===== config.mk =====
export PLATFORM = sky130hd
export DESIGN_NAME = mopshub_can_rec_arbiter_flat
export DESIGN_NICKNAME = d
export VERILOG_FILES = /design/src/rtl/mopshub_pkg.sv /design/src/rtl/mopshub_can_rec_arbiter_if.sv /design/src/rtl/rr_priority_pick.sv /design/src/rtl/mopshub_can_rec_arbiter.sv /design/src/flat_wrapper.sv
export SDC_FILE = /design/constraint.sdc
export NUM_CORES = 1
export LEC_CHECK = 0
export BUFFER_PORTS_ARGS = -buffer_cell sky130_fd_sc_hd__buf_2
export CORE_ASPECT_RATIO = 0.6
export CORE_MARGIN = 10
export CORE_UTILIZATION = 35
export DETAILED_ROUTE_END_ITERATION = 12
export GPL_TIMING_DRIVEN = 1
export HOLD_SLACK_MARGIN = 0.05
export PLACE_DENSITY_LB_ADDON = 0.1
export SLEW_MARGIN = 30
export SYNTH_ARGS = -nofsm -noshare
export SYNTH_HDL_FRONTEND = slang
export SYNTH_SLANG_ARGS = --single-unit

===== constraint.sdc =====
create_clock -name clk -period 2.25 [get_ports clk]
set_input_delay 0.1125 -clock clk [delete_from_list [all_inputs] [get_ports clk]]
set_output_delay 0.1125 -clock clk [all_outputs]
set_load 0.01 [all_outputs]

===== src/rtl/mopshub_pkg.sv =====
// rtl/mopshub_pkg.sv - shared types and constants for the mopshub CAN arbiters
package mopshub_pkg;

  localparam int CAN_FRAME_W = 76;
  localparam int MAX_BUS     = 32;

  typedef logic [4:0] bus_id_t;

  typedef logic [1:0] arb_state_t;
  localparam arb_state_t IDLE = 2'd0;
  localparam arb_state_t READ = 2'd1;
  localparam arb_state_t PUSH = 2'd2;

  // Clamp the highest enabled bus index to what the instance actually has.
  function automatic bus_id_t sat_bus(input bus_id_t n, input int n_bus);
    if (int'(n) > n_bus - 1) begin
      return bus_id_t'(n_bus - 1);
    end
    return n;
  endfunction

endpackage


===== src/rtl/mopshub_can_rec_arbiter_if.sv =====
// rtl/mopshub_can_rec_arbiter_if.sv - CAN read handshake and uplink stream of the receive arbiter
interface mopshub_can_rec_arbiter_if
  import mopshub_pkg::*;
#(
  parameter int DATA_W = CAN_FRAME_W
) ();

  logic              rd_req;
  logic              rd_ack;
  logic [DATA_W-1:0] frame_in;
  bus_id_t           can_rec_select;
  logic [DATA_W-1:0] data_rec_uplink;
  logic              uplink_valid;
  logic              uplink_ready;

  modport master (
    output rd_req,
    output can_rec_select,
    output data_rec_uplink,
    output uplink_valid,
    input  rd_ack,
    input  frame_in,
    input  uplink_ready
  );

  modport slave (
    input  rd_req,
    input  can_rec_select,
    input  data_rec_uplink,
    input  uplink_valid,
    output rd_ack,
    output frame_in,
    output uplink_ready
  );

endinterface


===== src/rtl/rr_priority_pick.sv =====
// rtl/rr_priority_pick.sv - combinational round-robin first-one finder over enabled buses
module rr_priority_pick
  import mopshub_pkg::*;
#(
  parameter int N = 16
) (
  input  logic [N-1:0] req,
  input  bus_id_t      ptr,
  input  bus_id_t      n_sat,
  output bus_id_t      grant,
  output logic         any_req
);

  logic [N-1:0] elig;
  logic [N-1:0] upper;
  bus_id_t      first_elig;
  bus_id_t      first_upper;

  always_comb begin
    elig  = '0;
    upper = '0;
    for (int i = 0; i < N; i++) begin
      elig[i]  = req[i] && (i <= int'(n_sat));
      upper[i] = elig[i] && (i >= int'(ptr));
    end
  end

  // Descending scan so the lowest set index is the last one written.
  always_comb begin
    first_elig  = '0;
    first_upper = '0;
    for (int i = N - 1; i >= 0; i--) begin
      if (elig[i]) begin
        first_elig = bus_id_t'(i);
      end
      if (upper[i]) begin
        first_upper = bus_id_t'(i);
      end
    end
  end

  // A pointer past n_sat leaves upper empty, which wraps the scan to bus 0.
  assign any_req = |elig;
  assign grant   = (|upper) ? first_upper : first_elig;

endmodule


===== src/rtl/mopshub_can_rec_arbiter.sv =====
// rtl/mopshub_can_rec_arbiter.sv - round-robin receive arbiter from CAN buses to the e-link uplink
module mopshub_can_rec_arbiter
  import mopshub_pkg::*;
#(
  parameter int N_BUS       = 16,
  parameter int DATA_W      = CAN_FRAME_W,
  parameter int TIMEOUT_CYC = 255
) (
  input  logic                          clk,
  input  logic                          rst,
  input  logic [4:0]                    n_buses,
  input  logic [N_BUS-1:0]              irq_can_rec,
  mopshub_can_rec_arbiter_if.master     bus,
  output logic                          irq_elink_rec,
  output logic                          err_timeout,
  output logic [7:0]                    timeout_cnt
);

  localparam int WD_W = $clog2(TIMEOUT_CYC + 1);
  localparam logic [WD_W-1:0] WD_LAST = WD_W'(TIMEOUT_CYC - 1);

  arb_state_t        state;
  bus_id_t           sel_q;
  bus_id_t           ptr_q;
  logic [WD_W-1:0]   wd;
  logic              rd_req_q;
  logic              valid_q;
  logic [DATA_W-1:0] data_q;

  bus_id_t n_sat;
  bus_id_t grant;
  logic    any_req;
  bus_id_t next_ptr;

  assign n_sat = sat_bus(n_buses, N_BUS);

  rr_priority_pick #(
    .N (N_BUS)
  ) u_pick (
    .req     (irq_can_rec),
    .ptr     (ptr_q),
    .n_sat   (n_sat),
    .grant   (grant),
    .any_req (any_req)
  );

  // Uses the live n_sat so a bus count shrunk mid-transaction wraps to 0.
  assign next_ptr = (sel_q >= n_sat) ? '0 : sel_q + 5'd1;

  always_ff @(posedge clk or negedge rst) begin
    if (!rst) begin
      state         <= IDLE;
      sel_q         <= '0;
      ptr_q         <= '0;
      wd            <= '0;
      rd_req_q      <= 1'b0;
      valid_q       <= 1'b0;
      data_q        <= '0;
      irq_elink_rec <= 1'b0;
      err_timeout   <= 1'b0;
      timeout_cnt   <= '0;
    end else begin
      rd_req_q      <= 1'b0;
      irq_elink_rec <= 1'b0;
      err_timeout   <= 1'b0;
      case (state)
        IDLE: begin
          if (any_req) begin
            sel_q    <= grant;
            rd_req_q <= 1'b1;
            wd       <= '0;
            state    <= READ;
          end
        end
        READ: begin
          wd <= wd + 1'b1;
          // Ack is checked first so a same-cycle ack beats the watchdog.
          if (bus.rd_ack) begin
            data_q  <= bus.frame_in;
            valid_q <= 1'b1;
            state   <= PUSH;
          end else if (wd == WD_LAST) begin
            err_timeout <= 1'b1;
            if (timeout_cnt != 8'hFF) begin
              timeout_cnt <= timeout_cnt + 8'd1;
            end
            ptr_q <= next_ptr;
            state <= IDLE;
          end
        end
        PUSH: begin
          if (bus.uplink_ready) begin
            valid_q       <= 1'b0;
            irq_elink_rec <= 1'b1;
            ptr_q         <= next_ptr;
            state         <= IDLE;
          end
        end
        default: begin
          state <= IDLE;
        end
      endcase
    end
  end

  assign bus.rd_req          = rd_req_q;
  assign bus.can_rec_select  = sel_q;
  assign bus.uplink_valid    = valid_q;
  assign bus.data_rec_uplink = data_q;

endmodule


===== src/flat_wrapper.sv =====
// flat-port wrapper written by rule: the top's interface ports become plain ports
module mopshub_can_rec_arbiter_flat import mopshub_pkg::*;
#(
  parameter int N_BUS       = 16,
  parameter int DATA_W      = CAN_FRAME_W,
  parameter int TIMEOUT_CYC = 255
)
  (clk, rst, n_buses, irq_can_rec, irq_elink_rec, err_timeout, timeout_cnt, bus_rd_req, bus_can_rec_select, bus_data_rec_uplink, bus_uplink_valid, bus_rd_ack, bus_frame_in, bus_uplink_ready);
  mopshub_can_rec_arbiter_if #(.DATA_W(DATA_W)) bus_i ();
  input  logic clk;
  input  logic rst;
  input  logic [4:0] n_buses;
  input  logic [N_BUS-1:0] irq_can_rec;
  output logic irq_elink_rec;
  output logic err_timeout;
  output logic [7:0] timeout_cnt;
  output wire logic [$bits(bus_i.rd_req)-1:0] bus_rd_req;
  output wire logic [$bits(bus_i.can_rec_select)-1:0] bus_can_rec_select;
  output wire logic [$bits(bus_i.data_rec_uplink)-1:0] bus_data_rec_uplink;
  output wire logic [$bits(bus_i.uplink_valid)-1:0] bus_uplink_valid;
  input wire logic [$bits(bus_i.rd_ack)-1:0] bus_rd_ack;
  input wire logic [$bits(bus_i.frame_in)-1:0] bus_frame_in;
  input wire logic [$bits(bus_i.uplink_ready)-1:0] bus_uplink_ready;
  assign bus_rd_req = bus_i.rd_req;
  assign bus_can_rec_select = bus_i.can_rec_select;
  assign bus_data_rec_uplink = bus_i.data_rec_uplink;
  assign bus_uplink_valid = bus_i.uplink_valid;
  assign bus_i.rd_ack = bus_rd_ack;
  assign bus_i.frame_in = bus_frame_in;
  assign bus_i.uplink_ready = bus_uplink_ready;
  mopshub_can_rec_arbiter #(.N_BUS(N_BUS), .DATA_W(DATA_W), .TIMEOUT_CYC(TIMEOUT_CYC)) u_core (.clk(clk), .rst(rst), .n_buses(n_buses), .irq_can_rec(irq_can_rec), .bus(bus_i), .irq_elink_rec(irq_elink_rec), .err_timeout(err_timeout), .timeout_cnt(timeout_cnt));
endmodule

**After elaboration in Yosys (flattened, before gate mapping)**

Cells that the tools add are included.

- Bitwise logic cells: 1
- $add $sub $neg: 3
- Reduce and logical (&&, ||, !) cells: 43
- Mux-type cells: 58
- Magnitude comparators: 33
- Equal/unequal tests: 10

Operators by type and width:

| operator | count |
|---|---|
| $mux W5 | 37 |
| $ge A4 B5 Y1 const A | 8 |
| $le A4 B5 Y1 const A | 8 |
| $reduce_or A16 Y1 | 2 |
| $logic_and A1 B1 Y1 | 31 |
| $ge A3 B5 Y1 const A | 4 |
| $le A3 B5 Y1 const A | 4 |
| $add A8 B1 Y8 const B | 2 |
| $pmux W8 S2 | 1 |
| $ge A1 B5 Y1 const A | 2 |
| $ge A2 B5 Y1 const A | 2 |
| $le A2 B5 Y1 const A | 2 |
| $mux W1 | 10 |
| $pmux W5 S2 | 1 |
| $eq A8 B8 Y1 const B | 1 |
| $mux W2 | 4 |
| $mux W4 | 2 |
| $mux W8 | 1 |
| $ne A8 B8 Y1 const B | 1 |
| $reduce_and A4 Y1 | 2 |
| $ne A2 B2 Y1 const B | 3 |
| $pmux W2 S3 | 1 |
| $reduce_and A2 Y1 | 3 |
| $reduce_and A3 Y1 | 2 |
| 12 further kinds | 14 |

- Bits in registers: 108
- Output and inout port bits: 93
- Input bits: 101
- Word-level logic and storage cells: 158

**Depth between registers and ports, before layout**

- Depth in word-level cells: 23
- Depth in mapped cells: 10

**Hierarchy**

A second synthesis with hierarchy kept.

- Cells, all modules: 473
- Area, all modules: 5405.2 µm²

Modules (own cells, without submodules):

| module | area an instance (µm²) | cells an instance | instances | sequential area each (µm²) |
|---|---|---|---|---|
| mopshub_can_rec_arbiter | 4406.7 | 321 | 1 | 2702.6 |
| rr_priority_pick | 998.5 | 152 | 1 | 0.0 |

**Least setup slack after synthesis**

No wires, ideal clock.

- Path type: input to register
- Start: in n_buses[0]
- End: reg u_core.sel_q[0], in the netlist u_core.bus.can_rec_select[0]
- Path slack: -0.235 ns
- Arrival: 2.359 ns
- Buffers on the path: 2
- Cell stages on the path: 10
- Data required time: 2.124 ns
- Cells stage by stage: buf_6 > or4_4 > and3_4 > buf_6 > or4_4 > nor4_1 > or3_2 > inv_2 > and4b_1 > a221o_1

- Cells in the longest elaborated chain, start to end: 23

Ends and longest elaborated chain:

| item | RTL line | source |
|---|---|---|
| start: declaration | flat_wrapper.sv:12 | `input logic [4:0] n_buses;` |
| $gt A5 B4 Y1 | mopshub_pkg.sv:16 | `if (int'(n) > n_bus - 1) begin` |
| $mux W1 | mopshub_pkg.sv:16 |  |
| $mux W5 (*) | mopshub_pkg.sv:19 | `return n;` |
| $le A4 B5 Y1 | rr_priority_pick.sv:23 | `elig[i] = req[i] && (i <= int'(n_sat));` |
| $logic_and A1 B1 Y1 | rr_priority_pick.sv:23 |  |
| $logic_and A1 B1 Y1 | rr_priority_pick.sv:24 | `upper[i] = elig[i] && (i >= int'(ptr));` |
| $mux W4 | rr_priority_pick.sv:36 | `if (upper[i]) begin` |
| $mux W5 (15 in a row) | rr_priority_pick.sv:36 |  |
| $mux W5 | rr_priority_pick.sv:44 | `assign grant = (\|upper) ? first_upper : first_elig;` |
| end signal: assignment | mopshub_can_rec_arbiter.sv:69 | `sel_q <= grant;` |
| end: declaration | mopshub_can_rec_arbiter.sv:23 | `bus_id_t sel_q;` |

Every way passes the cells marked *; elsewhere a longest branch is shown, timed or not.
A chain may end at the register's enable or synchronous reset.

**Worst setup path after layout**

- Start: in n_buses[4]
- End: reg u_core.sel_q[0], in the netlist u_core.bus.can_rec_select[0]

The elaborated chain is that of the path after synthesis.

==> summary.md <==
| Metric | Value |
|---|---|
| Total CTS buffers | 9 |
| Run status | finished, final reports clean |
| Antenna-violating nets left | 0 |
| Post-DR vias/cell | between 4 and 5 |
| Buffer cell driving the clock tree root | sky130_fd_sc_hd__clkbuf_16 |
| Most used cells in the layout excluding fill and tap cells | 191 x sky130_fd_sc_hd__buf_2, 107 x sky130_fd_sc_hd__dfrtp_1, 78 x sky130_fd_sc_hd__dlygate4sd3_1 |
| Count of warnings emitted by yosys | 0 |
| Post-synthesis sequential area ratio | between 50% and 60% |
| Maxcap violations | 0 |
| Number of port buffers | roughly 190 |
| Path type of the worst min-delay path | input port to register |
| DP Wirelength | between 10000 and 15000 um |
| Final weighted congestion of routability-driven global placement | roughly 0.98 |
| Area of combinational cells with multiple inputs | approximately 0.0024 sq mm |
| Number of enable flip-flop cells after synthesis | 0 |
| Placed cell area | about 0.0068 sq mm |
| Biggest area consumer among synthesized cells | sky130_fd_sc_hd__dfrtp_1 |
| Data required time of the worst path | 2.47 ns |
| Critical setup path kind | input port to register |
| Most frequent standard cell in the layout excluding fill and tap cells | sky130_fd_sc_hd__buf_2 |
| Final Skew | approximately 0.008 ns |
| DRC violation count after routing | 0 |
| Max layer used | met5 |
| TritonCTS clock tree | built |
| Minimum clock period after layout | 2.18 ns |
| Number of fill cells in the layout | around 1300 |
| Number of synthesized register bits | ~110 |
| Global-route wire length before repair | 26200 um |
| Worst-Skew Late Latency | approximately 0.34 ns |
| Via count of the first global-routing pass | between 4000 and 5000 |
| Most frequently used flop master after synthesis | sky130_fd_sc_hd__dfrtp_1 |
| GRT Total Usage | between 10% and 20% |
| Iteration count of the initial detailed-routing pass | 4 |
| Wirelength per Cell | roughly 17 um |
| Routed length on met2 | about 7000 um |
| Initial antenna violation count | 1 |
| Peak VDD IR | a little over 600 uV |
| Pins Over Slew Limit | 0 |
| Met1 Wirelength | ~7600 um |
| Largest driver fanout on the critical path | 5 |
| Maximum buffer depth of the clock tree | 2 |
| Initial DRC Count | ~350 |
| Share of the cycle needed by the critical path after routing | between 90% and 100% |
| Timing-limited maximum frequency | between 0.4 and 0.5 GHz |
| Layout cells sized above 1 | ~46% |
| Worst EP arrival | 2.40 ns |
| Number of cell rows | 34 |
| Placed Cells incl. Taps | between 800 and 900 |
| Wirelength, routed | about 17000 um |
| Final setup viols | 0 |
| Hold WS | slightly below 0.1 ns |
| Post-route cell area | between 0.007 and 0.008 sq mm |
| Post-Place Setup Slack | -0.216 ns |
| Setup Fix Bufs, Post-CTS | 0 |
| X dimension of the die | around 180 um |
| Vias after detailed routing | ~4800 |
| Synth top area cells | sky130_fd_sc_hd__dfrtp_1 51%, sky130_fd_sc_hd__mux2_2 17%, sky130_fd_sc_hd__o21ai_0 2.0% |
| Setup crit start kind | input port |
| Cell count after synthesis | approximately 460 |
| Die extent in y | 114 um |
| Maximum level of the CTS H-tree | 3 |
| CP endpoint kind | register |
| Initial core utilization | between 30% and 40% |
| I/O pin cnt | ~190 |
| Detailed-routed wire length on met3 | around 1900 um |
| Least setup slack across all paths after layout | around 0.07 ns |
| Congestion Overflow GR | 0 |
| Net count, final | slightly below 900 |
| Maximum number of pins on one net before global-route repair | 80 |
| Post-synthesis area per instance | approximately 11 sq um |
| Area of the core region | 0.0145 sq mm |
| Power Density | between 1000 and 1500 mW/mm^2 |
| Sequential standard cell area | 0.00268 sq mm |
| Number of distinct library cells after synthesis | 61 |
| Proportion of netlist area held by the largest area contributor | ~51% |
| Die Area | 0.0203 sq mm |
| Total nets after synthesis | 565 |
| Static leakage | around 3.8 nW |
| Area overhead of the layout relative to synthesis | 50.5% |
| Non-filler cells in the finished layout | 970 |
| TritonCTS Sinks | 107 |
| Setup repair after global routing missed its margin | false |
| Clock edge transition at the registers on the reported setup and hold paths | roughly 0.07 ns |
| Netlist Area Pre-Place | between 0.005 and 0.006 sq mm |
| Final hold vios | 0 |
| Asr flop ratio synth | 100% |
==> what timing repair did <==
item | 4_1_cts | 5_1_grt
hold endpoints to repair | 106 | 0
endpoints found under the setup margin | 1 | 3
pin swaps | 0 | 0
resized for setup | 1 | 3
hold buffers | 78 | 0
==> per-stage QoR <==
| step | power [mW] | TNS, ns | utilization, % |
|---|---|---|---|
| floorplan | 5.51 | 0 | - |
| global placement | 7.29 | -0.380 | 46.6 |
| detailed placement | 7.34 | -1.32 | 46.6 |
| CTS | 8.96 | 0 | 53.9 |
| global route | 9.52 | 0 | 54.0 |
| finish | 8.89 | 0 | 54.0 |
==> final cells by class <==
cell class / count / area share [%]
tap: 198 / 3.16
sequential: 107 / 34.2
clock buffer: 10 / 2.92
inverter: 9 / 0.463
multi-input combinational: 316 / 30.8
antenna: 1 / 0.0320
clock inverter: 6 / 0.623
timing repair buffer: 323 / 27.8
==> cells in the mapped netlist, types with 3 or more instances <==
| library cell | instances |
|---|---|
| sky130_fd_sc_hd__a211o_1 | 5 |
| sky130_fd_sc_hd__a211oi_1 | 4 |
| sky130_fd_sc_hd__a21o_1 | 7 |
| sky130_fd_sc_hd__a21oi_1 | 11 |
| sky130_fd_sc_hd__a31oi_1 | 7 |
| sky130_fd_sc_hd__and2_1 | 9 |
| sky130_fd_sc_hd__and3_1 | 4 |
| sky130_fd_sc_hd__buf_1 | 8 |
| sky130_fd_sc_hd__buf_6 | 3 |
| sky130_fd_sc_hd__clkbuf_1 | 12 |
| sky130_fd_sc_hd__dfrtp_1 | 107 |
| sky130_fd_sc_hd__ha_1 | 8 |
| sky130_fd_sc_hd__inv_1 | 8 |
| sky130_fd_sc_hd__mux2_2 | 77 |
| sky130_fd_sc_hd__nand2_1 | 25 |
| sky130_fd_sc_hd__nand2b_1 | 6 |
| sky130_fd_sc_hd__nand3_1 | 20 |
| sky130_fd_sc_hd__nand4_1 | 6 |
| sky130_fd_sc_hd__nor2_1 | 24 |
| sky130_fd_sc_hd__nor3_1 | 6 |
| sky130_fd_sc_hd__nor4_1 | 3 |
| sky130_fd_sc_hd__o211ai_1 | 4 |
| sky130_fd_sc_hd__o21a_1 | 9 |
| sky130_fd_sc_hd__o21ai_0 | 21 |
| sky130_fd_sc_hd__o21ai_1 | 3 |
| sky130_fd_sc_hd__o31ai_1 | 3 |
| sky130_fd_sc_hd__or2_2 | 4 |
| sky130_fd_sc_hd__or3_1 | 3 |
| sky130_fd_sc_hd__xnor2_1 | 6 |
| sky130_fd_sc_hd__xor2_1 | 6 |
==> power breakdown <==
group,internal [mW],switching [mW],total (mW)
Sequential,2.77,0.507,3.28
Clock,0.763,0.700,1.46
Combinational,2.09,2.06,4.15
Total,5.62,3.27,8.89
==> cells by family after synthesis <==
| group | Yosys count | synth area share (%) |
|---|---|---|
| simple gates | 120 | 11.9 |
| flops | 107 | 51.5 |
| compound gates | 97 | 12.9 |
| xor+xnor | 12 | 2.02 |
| fa+ha+maj | 8 | 1.92 |
| mux | 78 | 16.9 |
| buf+inv | 33 | 2.89 |
| other cells | 1 | 0.0721 |
==> path summary, 6_finish.rpt <==
kind	endpoint	slack [ns]	from	depth (start not counted)
max	u_core.bus.can_rec_select[0]	0.07	n_buses[4]	9
min	u_core.state[0]	0.1	bus_rd_ack	4
max reg2reg	u_core.bus.can_rec_select[0]	0.07	u_core.ptr_q[1]	8
min reg2reg	u_core.wd[4]	0.49	u_core.wd[4]	1
max in group asynchronous	u_core.state[0]	1.28	rst	3
min in group asynchronous	u_core.bus.data_rec_uplink[68]	0.22	rst	2
==> metal layers <==
metal  GRT usage [%]  vias up
li1                -     2287
met1            22.3     2269
met2            22.9      190
met3            6.82       13
met4            2.38        2
met5               0        -
==> registers in the layout (all words and copies together), names as in the netlist <==
name                        cells
u_core.bus.data_rec_uplink     76
u_core.timeout_cnt              8
u_core.wd                       8
u_core.ptr_q                    5
u_core.bus.can_rec_select       4
u_core.state                    2
u_core.bus.rd_req               1
u_core.bus.uplink_valid         1
u_core.err_timeout              1
u_core.irq_elink_rec            1
==> critical path, cell delays in order <==
cell                      delay [ns]
sky130_fd_sc_hd__buf_2          0.12
sky130_fd_sc_hd__or4_4          0.53
sky130_fd_sc_hd__o21a_1         0.19
sky130_fd_sc_hd__or3_1          0.37
sky130_fd_sc_hd__nor4_2         0.38
sky130_fd_sc_hd__or3_4          0.23
sky130_fd_sc_hd__inv_4          0.03
sky130_fd_sc_hd__and4b_1        0.16
sky130_fd_sc_hd__a221o_1        0.27
(Power assumes the default switching activity.)
